$ cat src/rtl/shift_chain_pkg.sv
// Shared types and constants for the multi-word shift sequencer.
package shift_chain_pkg;

  localparam int unsigned CNT_W = 4;

  typedef enum logic [1:0] {
    OP_LSL = 2'b00,
    OP_LSR = 2'b01,
    OP_ASR = 2'b10,
    OP_ROR = 2'b11
  } op_e;

  typedef enum logic [1:0] {
    LOAD,
    CMD,
    SHIFT,
    DRAIN
  } state_e;

  // LSL walks words upward from word 0; every other op walks down from the top word.
  function automatic logic op_is_left(op_e op);
    return op == OP_LSL;
  endfunction

endpackage

$ cat src/rtl/shift_chain_word.sv
// Combinational 1-bit shift of a single word with explicit fill and ejected bit.
module shift_chain_word #(
  parameter int unsigned WIDTH = 16
) (
  input  logic [WIDTH-1:0] word_i,
  input  logic             fill_i,
  input  logic             dir_i,    // 1: right, 0: left
  output logic [WIDTH-1:0] word_o,
  output logic             eject_o
);

  always_comb begin
    if (dir_i) begin
      word_o  = {fill_i, word_i[WIDTH-1:1]};
      eject_o = word_i[0];
    end else begin
      word_o  = {word_i[WIDTH-2:0], fill_i};
      eject_o = word_i[WIDTH-1];
    end
  end

endmodule

$ cat src/rtl/shift_chain_seq.sv
// Multi-word shift sequencer: load WORDS words, shift the whole value one word per cycle,
// read it back. Define SHIFT_CHAIN_CARRY_EN to make ROR rotate through a carry bit.
module shift_chain_seq
  import shift_chain_pkg::*;
#(
  parameter int unsigned REG_WIDTH = 16,
  parameter int unsigned WORDS     = 4
) (
  input  logic                 clk,
  input  logic                 rst,
  input  logic                 ld_valid,
  output logic                 ld_ready,
  input  logic [REG_WIDTH-1:0] ld_data,
  input  logic                 cmd_valid,
  output logic                 cmd_ready,
  input  logic [1:0]           cmd_op,
  input  logic [CNT_W-1:0]     cmd_cnt,
  output logic                 rd_valid,
  input  logic                 rd_ready,
  output logic [REG_WIDTH-1:0] rd_data,
  output logic                 rd_last,
  output logic                 busy,
  input  logic                 sftin,
  output logic                 sftout
);

  localparam int unsigned      PTR_W    = (WORDS > 1) ? $clog2(WORDS) : 1;
  localparam logic [PTR_W-1:0] LAST_PTR = PTR_W'(WORDS - 1);

  state_e               state_q, state_d;
  logic [PTR_W-1:0]     ld_ptr_q, ld_ptr_d;
  logic [PTR_W-1:0]     wd_ptr_q, wd_ptr_d;
  logic [PTR_W-1:0]     rd_ptr_q, rd_ptr_d;
  op_e                  op_q, op_d;
  logic [CNT_W-1:0]     cnt_q, cnt_d;
  logic                 prime_q, prime_d;
  logic                 fill_q, fill_d;
  logic                 sftout_q, sftout_d;
  logic [REG_WIDTH-1:0] word_q [WORDS];
  logic [REG_WIDTH-1:0] word_d [WORDS];
`ifdef SHIFT_CHAIN_CARRY_EN
  logic                 carry_q, carry_d;
`else
  logic                 unused_sftin;
  assign unused_sftin = sftin;
`endif

  logic                 ld_acc, cmd_acc, rd_acc;
  logic [PTR_W-1:0]     start_ptr, end_ptr;
  logic                 pass_first, pass_last, pass_fill;
  logic [REG_WIDTH-1:0] sh_in, sh_out;
  logic                 sh_fill, sh_eject, sh_right;

  assign ld_acc  = ld_valid & ld_ready;
  assign cmd_acc = cmd_valid & cmd_ready;
  assign rd_acc  = rd_valid & rd_ready;

  // Pass geometry and the fill bit entering the first word of each pass.
  always_comb begin
    start_ptr  = op_is_left(op_q) ? '0 : LAST_PTR;
    end_ptr    = op_is_left(op_q) ? LAST_PTR : '0;
    pass_first = (wd_ptr_q == start_ptr);
    pass_last  = (wd_ptr_q == end_ptr);
    unique case (op_q)
      OP_LSL:  pass_fill = 1'b0;
      OP_LSR:  pass_fill = 1'b0;
      OP_ASR:  pass_fill = word_q[WORDS-1][REG_WIDTH-1];
`ifdef SHIFT_CHAIN_CARRY_EN
      OP_ROR:  pass_fill = carry_q;
`else
      // Word 0 is processed last in a right pass, so it still holds its pass-start value.
      OP_ROR:  pass_fill = word_q[0][0];
`endif
      default: pass_fill = 1'b0;
    endcase
    sh_in    = word_q[wd_ptr_q];
    sh_fill  = pass_first ? pass_fill : fill_q;
    sh_right = !op_is_left(op_q);
  end

  shift_chain_word #(
    .WIDTH (REG_WIDTH)
  ) u_word (
    .word_i  (sh_in),
    .fill_i  (sh_fill),
    .dir_i   (sh_right),
    .word_o  (sh_out),
    .eject_o (sh_eject)
  );

  // State register.
  always_ff @(posedge clk or posedge rst) begin
    if (rst) begin
      state_q <= LOAD;
    end else begin
      state_q <= state_d;
    end
  end

  // Next state. A command spends one setup cycle (prime) before any word moves.
  always_comb begin
    state_d = state_q;
    unique case (state_q)
      LOAD:  if (ld_acc && ld_ptr_q == LAST_PTR) state_d = CMD;
      CMD: begin
        if (prime_q) begin
          state_d = DRAIN;
        end else if (cmd_acc && cmd_cnt != '0) begin
          state_d = SHIFT;
        end
      end
      SHIFT: if (!prime_q && pass_last && cnt_q == CNT_W'(1)) state_d = DRAIN;
      DRAIN: if (rd_acc && rd_ptr_q == LAST_PTR) state_d = LOAD;
      default: state_d = LOAD;
    endcase
  end

  // Outputs.
  always_comb begin
    ld_ready  = (state_q == LOAD);
    cmd_ready = (state_q == CMD) && !prime_q;
    rd_valid  = (state_q == DRAIN);
    busy      = (state_q == SHIFT);
    rd_data   = word_q[rd_ptr_q];
    rd_last   = rd_valid && (rd_ptr_q == LAST_PTR);
    sftout    = sftout_q;
  end

  // Datapath next state.
  always_comb begin
    ld_ptr_d = ld_ptr_q;
    wd_ptr_d = wd_ptr_q;
    rd_ptr_d = rd_ptr_q;
    op_d     = op_q;
    cnt_d    = cnt_q;
    prime_d  = 1'b0;
    fill_d   = fill_q;
    sftout_d = sftout_q;
    word_d   = word_q;
`ifdef SHIFT_CHAIN_CARRY_EN
    carry_d  = carry_q;
`endif

    if (ld_acc) begin
      word_d[ld_ptr_q] = ld_data;
      ld_ptr_d = (ld_ptr_q == LAST_PTR) ? '0 : ld_ptr_q + 1'b1;
    end

    if (cmd_acc) begin
      op_d     = op_e'(cmd_op);
      cnt_d    = cmd_cnt;
      prime_d  = 1'b1;
      wd_ptr_d = op_is_left(op_e'(cmd_op)) ? '0 : LAST_PTR;
`ifdef SHIFT_CHAIN_CARRY_EN
      carry_d  = sftin;
`endif
    end

    if (state_q == SHIFT && !prime_q) begin
      word_d[wd_ptr_q] = sh_out;
      fill_d = sh_eject;
      if (pass_last) begin
        sftout_d = sh_eject;
`ifdef SHIFT_CHAIN_CARRY_EN
        if (op_q == OP_ROR) carry_d = sh_eject;
`endif
        cnt_d    = cnt_q - CNT_W'(1);
        wd_ptr_d = start_ptr;
      end else begin
        wd_ptr_d = op_is_left(op_q) ? wd_ptr_q + 1'b1 : wd_ptr_q - 1'b1;
      end
    end

    if (rd_acc) begin
      rd_ptr_d = (rd_ptr_q == LAST_PTR) ? '0 : rd_ptr_q + 1'b1;
    end
  end

  // Datapath registers.
  always_ff @(posedge clk or posedge rst) begin
    if (rst) begin
      ld_ptr_q <= '0;
      wd_ptr_q <= '0;
      rd_ptr_q <= '0;
      op_q     <= OP_LSL;
      cnt_q    <= '0;
      prime_q  <= 1'b0;
      fill_q   <= 1'b0;
      sftout_q <= 1'b0;
`ifdef SHIFT_CHAIN_CARRY_EN
      carry_q  <= 1'b0;
`endif
      for (int i = 0; i < int'(WORDS); i++) begin
        word_q[i] <= '0;
      end
    end else begin
      ld_ptr_q <= ld_ptr_d;
      wd_ptr_q <= wd_ptr_d;
      rd_ptr_q <= rd_ptr_d;
      op_q     <= op_d;
      cnt_q    <= cnt_d;
      prime_q  <= prime_d;
      fill_q   <= fill_d;
      sftout_q <= sftout_d;
`ifdef SHIFT_CHAIN_CARRY_EN
      carry_q  <= carry_d;
`endif
      word_q   <= word_d;
    end
  end

  ready_excl_a: assert property (@(posedge clk) disable iff (rst)
    $onehot0({ld_ready, cmd_ready, rd_valid}));

endmodule

$ cat config.mk
export PLATFORM = sky130hd
export DESIGN_NAME = shift_chain_seq
export DESIGN_NICKNAME = d
export VERILOG_FILES = /design/src/rtl/shift_chain_pkg.sv /design/src/rtl/shift_chain_word.sv /design/src/rtl/shift_chain_seq.sv
export SDC_FILE = /design/constraint.sdc
export NUM_CORES = 1
export LEC_CHECK = 0
export ABC_AREA = 1
export CAP_MARGIN = 30
export CORE_MARGIN = 4
export CORE_UTILIZATION = 30
export CTS_CLUSTER_DIAMETER = 120
export DETAILED_ROUTE_END_ITERATION = 16
export PLACE_DENSITY = 0.54
export SLEW_MARGIN = 5
export SYNTH_ARGS = -nofsm -noshare
export SYNTH_HDL_FRONTEND = slang
export SYNTH_HIERARCHICAL = 1
export SYNTH_SLANG_ARGS = --single-unit
$ cat constraint.sdc
create_clock -name clk -period 3.12 [get_ports clk]
set_input_delay 0.624 -clock clk [delete_from_list [all_inputs] [get_ports clk]]
set_output_delay 0.624 -clock clk [all_outputs]
set_load 0.005 [all_outputs]
---- After elaboration in Yosys (flattened, before gate mapping) ----
Index checks and enable logic that the tools add are counted.
storage, ports and cells
  flip-flop bits (word level) ............. 81
  input bits .............................. 28
  output and inout bits ................... 22
  logic and storage cells ................. 100
operators by class
  add/subtract/negate cells ............... 5
  order comparisons ....................... 5
  equality and inequality tests ........... 15
  multiplexer cells ....................... 37
  bitwise operators ....................... 6
  reduce and logical (&&, ||, !) cells .... 19
operator list
  cell                                                        number
  bitwise mux 64 bit                                          2
  two-way mux 64 bit                                          2
  two-way mux 16 bit                                          7
  binary-select mux 16 bit (select 2 bit)                     2
  demux 16 bit (select 2 bit)                                 2
  two-way mux 2 bit                                           14
  equality test 2 bit, second input constant                  6
  two-way mux 4 bit                                           3
  logical AND 1 bit                                           10
  greater-or-equal comparator 3 bit, second input constant    3
  inverter 2 -> 3 bit                                         3
  case mux 2 bit (4 select lines)                             1
  adder 2 x 1 -> 2 bit, second input constant                 3
  logical NOT 2 bit                                           3
  less-than comparator 3 x 1 -> 1 bit, second input constant  2
  != test 2 x 1 -> 1 bit, second input constant               3
  equality test 2 x 1 -> 1 bit, second input constant         2
  equality test 2 bit                                         2
  equality test 4 x 1 -> 1 bit, second input constant         1
  AND reduction 4 bit                                         1
  nonzero test 4 bit                                          1
  subtractor 4 x 1 -> 4 bit, second input constant            1
  AND 1 bit                                                   3
  two-way mux 1 bit                                           3
  7 further kinds                                             7

---- Logic depth before layout (Yosys ltp) ----
  depth after elaboration ................. 9
  depth in mapped cells ................... 10
  mapped depth without buffers ............ 10

---- Modules after synthesis ----
The synthesis kept the hierarchy.
by module, submodules not included
  module            instances  cells each  area each (sq um)  sequential area each (sq um)
  shift_chain_seq   1          645         4822.1             2026.9
  shift_chain_word  1          55          295.3              0.0

---- Least setup slack after synthesis ----
OpenSTA, ideal clock, no wires.
  path type ............................... register to output
  from .................................... register rd_ptr_q[0]
  to ...................................... output port rd_data[10]
  arrival ................................. 1.058 ns
  data required time ...................... 2.496 ns
  slack ................................... 1.438 ns
  stages on the path, launching flop included .. 5
  buffers on the path ..................... 1
  path through ............................ dfrtp_1 -> inv_1 -> buf_1 -> nor2_1 -> o22ai_1
on the way
  word-level cells in the longest chain between the ends .. 4
RTL lines
  element                                                 RTL line                text
  from (decl)                                             shift_chain_seq.sv:33   logic [PTR_W-1:0] rd_ptr_q, rd_ptr_d;
  from (signal assigned)                                  shift_chain_seq.sv:199  rd_ptr_q <= rd_ptr_d;
  inverter 2 -> 3 bit (implied by the code)               shift_chain_seq.sv:124  rd_data = word_q[rd_ptr_q];
  binary-select mux 16 bit (select 2 bit)                 shift_chain_seq.sv:124
  two-way mux 16 bit (implied by the code) (2 in series)  shift_chain_seq.sv:124
  to (decl)                                               shift_chain_seq.sv:20   output logic [REG_WIDTH-1:0] rd_data,
Every way passes these cells. The select of a mux whose other input is x is not followed.

---- Worst setup path in the final report ----
  from .................................... register rd_ptr_q[0]
  to ...................................... output port rd_data[14]
The elaborated chain is that of the path after synthesis.

==> out/results.tsv <==
metric	value	unit
antenna_found_initial	0	
nFillCells	1727	
worstSkewPairLatency	0.35	ns
h-tree-depth	3	
initial_core_util	30.75	%
worst_path_largest_cell_delay	0.57	ns
drive_gt1_share	8.993	%
fin_skew	0.01004	ns
grt_max_degree	34	
grt_pass1_vias	5145	
crit_path_cell_trace	inv_1, o21ai_0, o22ai_1, clkdlybuf4s50_1	
io_buffer_count	48	
pwr-share-comb	59.3	%
finalPower	7.589	mW
path_buf_inv	2	
finalSetupViolCount	0	
maxCapViolations	0	
syn_nets	739	
crit_fanout	16	
cts.path.max_buffers	2	
cts_tree	built	
yosysWarningCount	6	
syn_area	5117	µm²
netSwitchingPower	3.657	mW
tightest_slew	0.7822	ns
cts_setup_buffers	0	
p_int	3.932	mW
die_area	19210	µm²
die_h	138.6	µm
worst_ep_required_time	2.50	ns
slew_headroom	47.73	%
power_density	1228	nW/µm²
dr.pass1.iters	5	
drt_iter0_drc	543	
die_w	138.6	µm
antenna_left	0	
cpMaxStageDelayCell	clkdlybuf4s50_1	
ir_worst_vdd	0.0003464	V
end_kind	output port	
core-area	16640	µm²
seqPwrFrac	27.3	%
grt-ovfl-total	0	
synth.avg_cell_area	7.311	µm²
p_leak	2.781	nW
rows	47	
gp_congestion	0.8776	
nets	779	
hold_violations	0	
hpwlAfterDp	11790	µm
clockRootBuffer	clkbuf_16	
routed_via_density	5.430	
p_sw_share	48.19	%
final.setup.tns	0	ns
vias	5240	
critPathTopFamily	buffers and inverters	
postCtsHoldBufs	0	
outcome	finished clean	
grt_setup_unrepaired	false	
synth_cell_type_count	26	
critical_path_arrival	2.23	ns
ys_seq_area_share	39.61	%
hold_ws	0.4991	ns
pin_count	50	
finalMaxSlewViolations	0	
grt_pass1_wl	27970	µm
cts_buffers	9	
worstSetupPathType	flop to output port	
layout_common_cells	nand2_1, nor2_1, o21ai_0	
clk_pin_slew	0.06	ns
n_antenna_cell	0	
power_frac_clock	13.4	%
min_path_type	flop to flop	
fin_crit	2.857	ns
routed_wl	17770	µm
clock.fmax	350.0	MHz
startpoint_type	flop	
layout_commonest_cell	nand2_1	
ys_ff_latch	81	
grt_use_total	18.29	%
post_drt_wl_per_cell	18.41	µm
syn_to_final_growth	20.78	%
cts_resized	0	
clock_sinks	81	
drc	0	
syn_inst	700	
period_share	91.58	%
## stage by stage
stage          utilization [%]  area, µm²  worst slack, ns  cells
3_3_place_gp             35.49       5906           0.4820    949
3_5_place_dp             35.49       5906           0.4651    949
2_1_floorplan                -       5117           0.4159    700
5_1_grt                  37.14       6181           0.1639    965
6_report                 37.14       6181           0.2628    965
4_1_cts                  37.14       6181           0.2359    965
## cells by family after synthesis
kind of cell             synth area share (%)
AND/OR/NAND/NOR                         24.30
AO/OA/AOI/OAI                           24.18
buffers and inverters                   8.875
flip-flops                              39.61
adder cells (fa/ha/maj)                 2.689
XOR/XNOR                               0.3424
## synth_stat cells, drive strengths merged
cell | number | share of area (%)
a22oi | 16 | 2.3
o31ai | 1 | 0.15
nor3 | 1 | 0.098
buf | 20 | 2.4
dfrtp | 81 | 40
xnor2 | 1 | 0.17
nor2 | 90 | 6.7
xor2 | 1 | 0.17
ha | 11 | 2.7
inv | 60 | 4.5
clkbuf | 26 | 1.9
nand3 | 55 | 5.6
o21a | 1 | 0.15
o211ai | 33 | 4.8
a31oi | 31 | 3.8
nand2 | 148 | 12
a21oi | 7 | 0.68
o21ai | 85 | 8.3
o22ai | 32 | 3.9
## path summary, 6_finish.rpt
| kind | startpoint | endpoint | slack, ns | depth (start not counted) |
|---|---|---|---|---|
| max in group asynchronous | rst | state_q[1]$_DFFE_PP0P_ | 1.86 | 3 |
| hold reg to reg | cnt_q[0]$_DFF_PP0_ | cnt_q[0]$_DFF_PP0_ | 0.50 | 1 |
| hold / removal | cnt_q[0]$_DFF_PP0_ | cnt_q[0]$_DFF_PP0_ | 0.50 | 1 |
| setup / recovery | rd_ptr_q[0]$_DFFE_PP0N_ | rd_data[14] | 0.26 | 4 |
| setup reg to reg | state_q[0]$_DFFE_PP0P_ | word_q[33]$_DFF_PP0_ | 0.77 | 9 |
| min in group asynchronous | rst | word_q[3]$_DFF_PP0_ | 0.64 | 2 |
## state kept, by name, indices dropped and copies added, names as in the netlist
| signal | count |
|---|---|
| ld_ptr_q | 2 |
| fill_q | 1 |
| word_q | 64 |
| wd_ptr_q | 2 |
| op_q | 2 |
| prime_q | 1 |
| cnt_q | 4 |
| rd_ptr_q | 2 |
| state_q | 2 |
| sftout | 1 |
## metal layers
metal,up-vias,wire length [µm],global-route usage [%]
met5,-,0,0
met4,0,373,6.864
met1,2504,7592,23.63
li1,2476,-,-
met2,239,8641,30.94
met3,21,1160,2.897
## cell type report
cell class / instances / area, µm² / share of cell area [%]
Sequential cell: 81 / 2027 / 32.79
Multi-Input combinational cell: 513 / 2636 / 42.65
Timing Repair Buffer: 75 / 733.2 / 11.86
Inverter: 60 / 234.0 / 3.785
Tap cell: 220 / 275.3 / 4.453
Clock inverter: 3 / 15.01 / 0.2429
Clock buffer: 13 / 260.3 / 4.211
## power by group through the flow
stage,Sequential (mW),Combinational (mW),Clock (mW)
detailed placement,2.07,4.45,0
CTS,2.06,4.47,1.04
finish,2.07,4.50,1.02
global placement,2.05,4.35,0
floorplan,1.91,2.97,0
global route,2.13,4.97,1.08
Power figures use the tool's default switching activity.
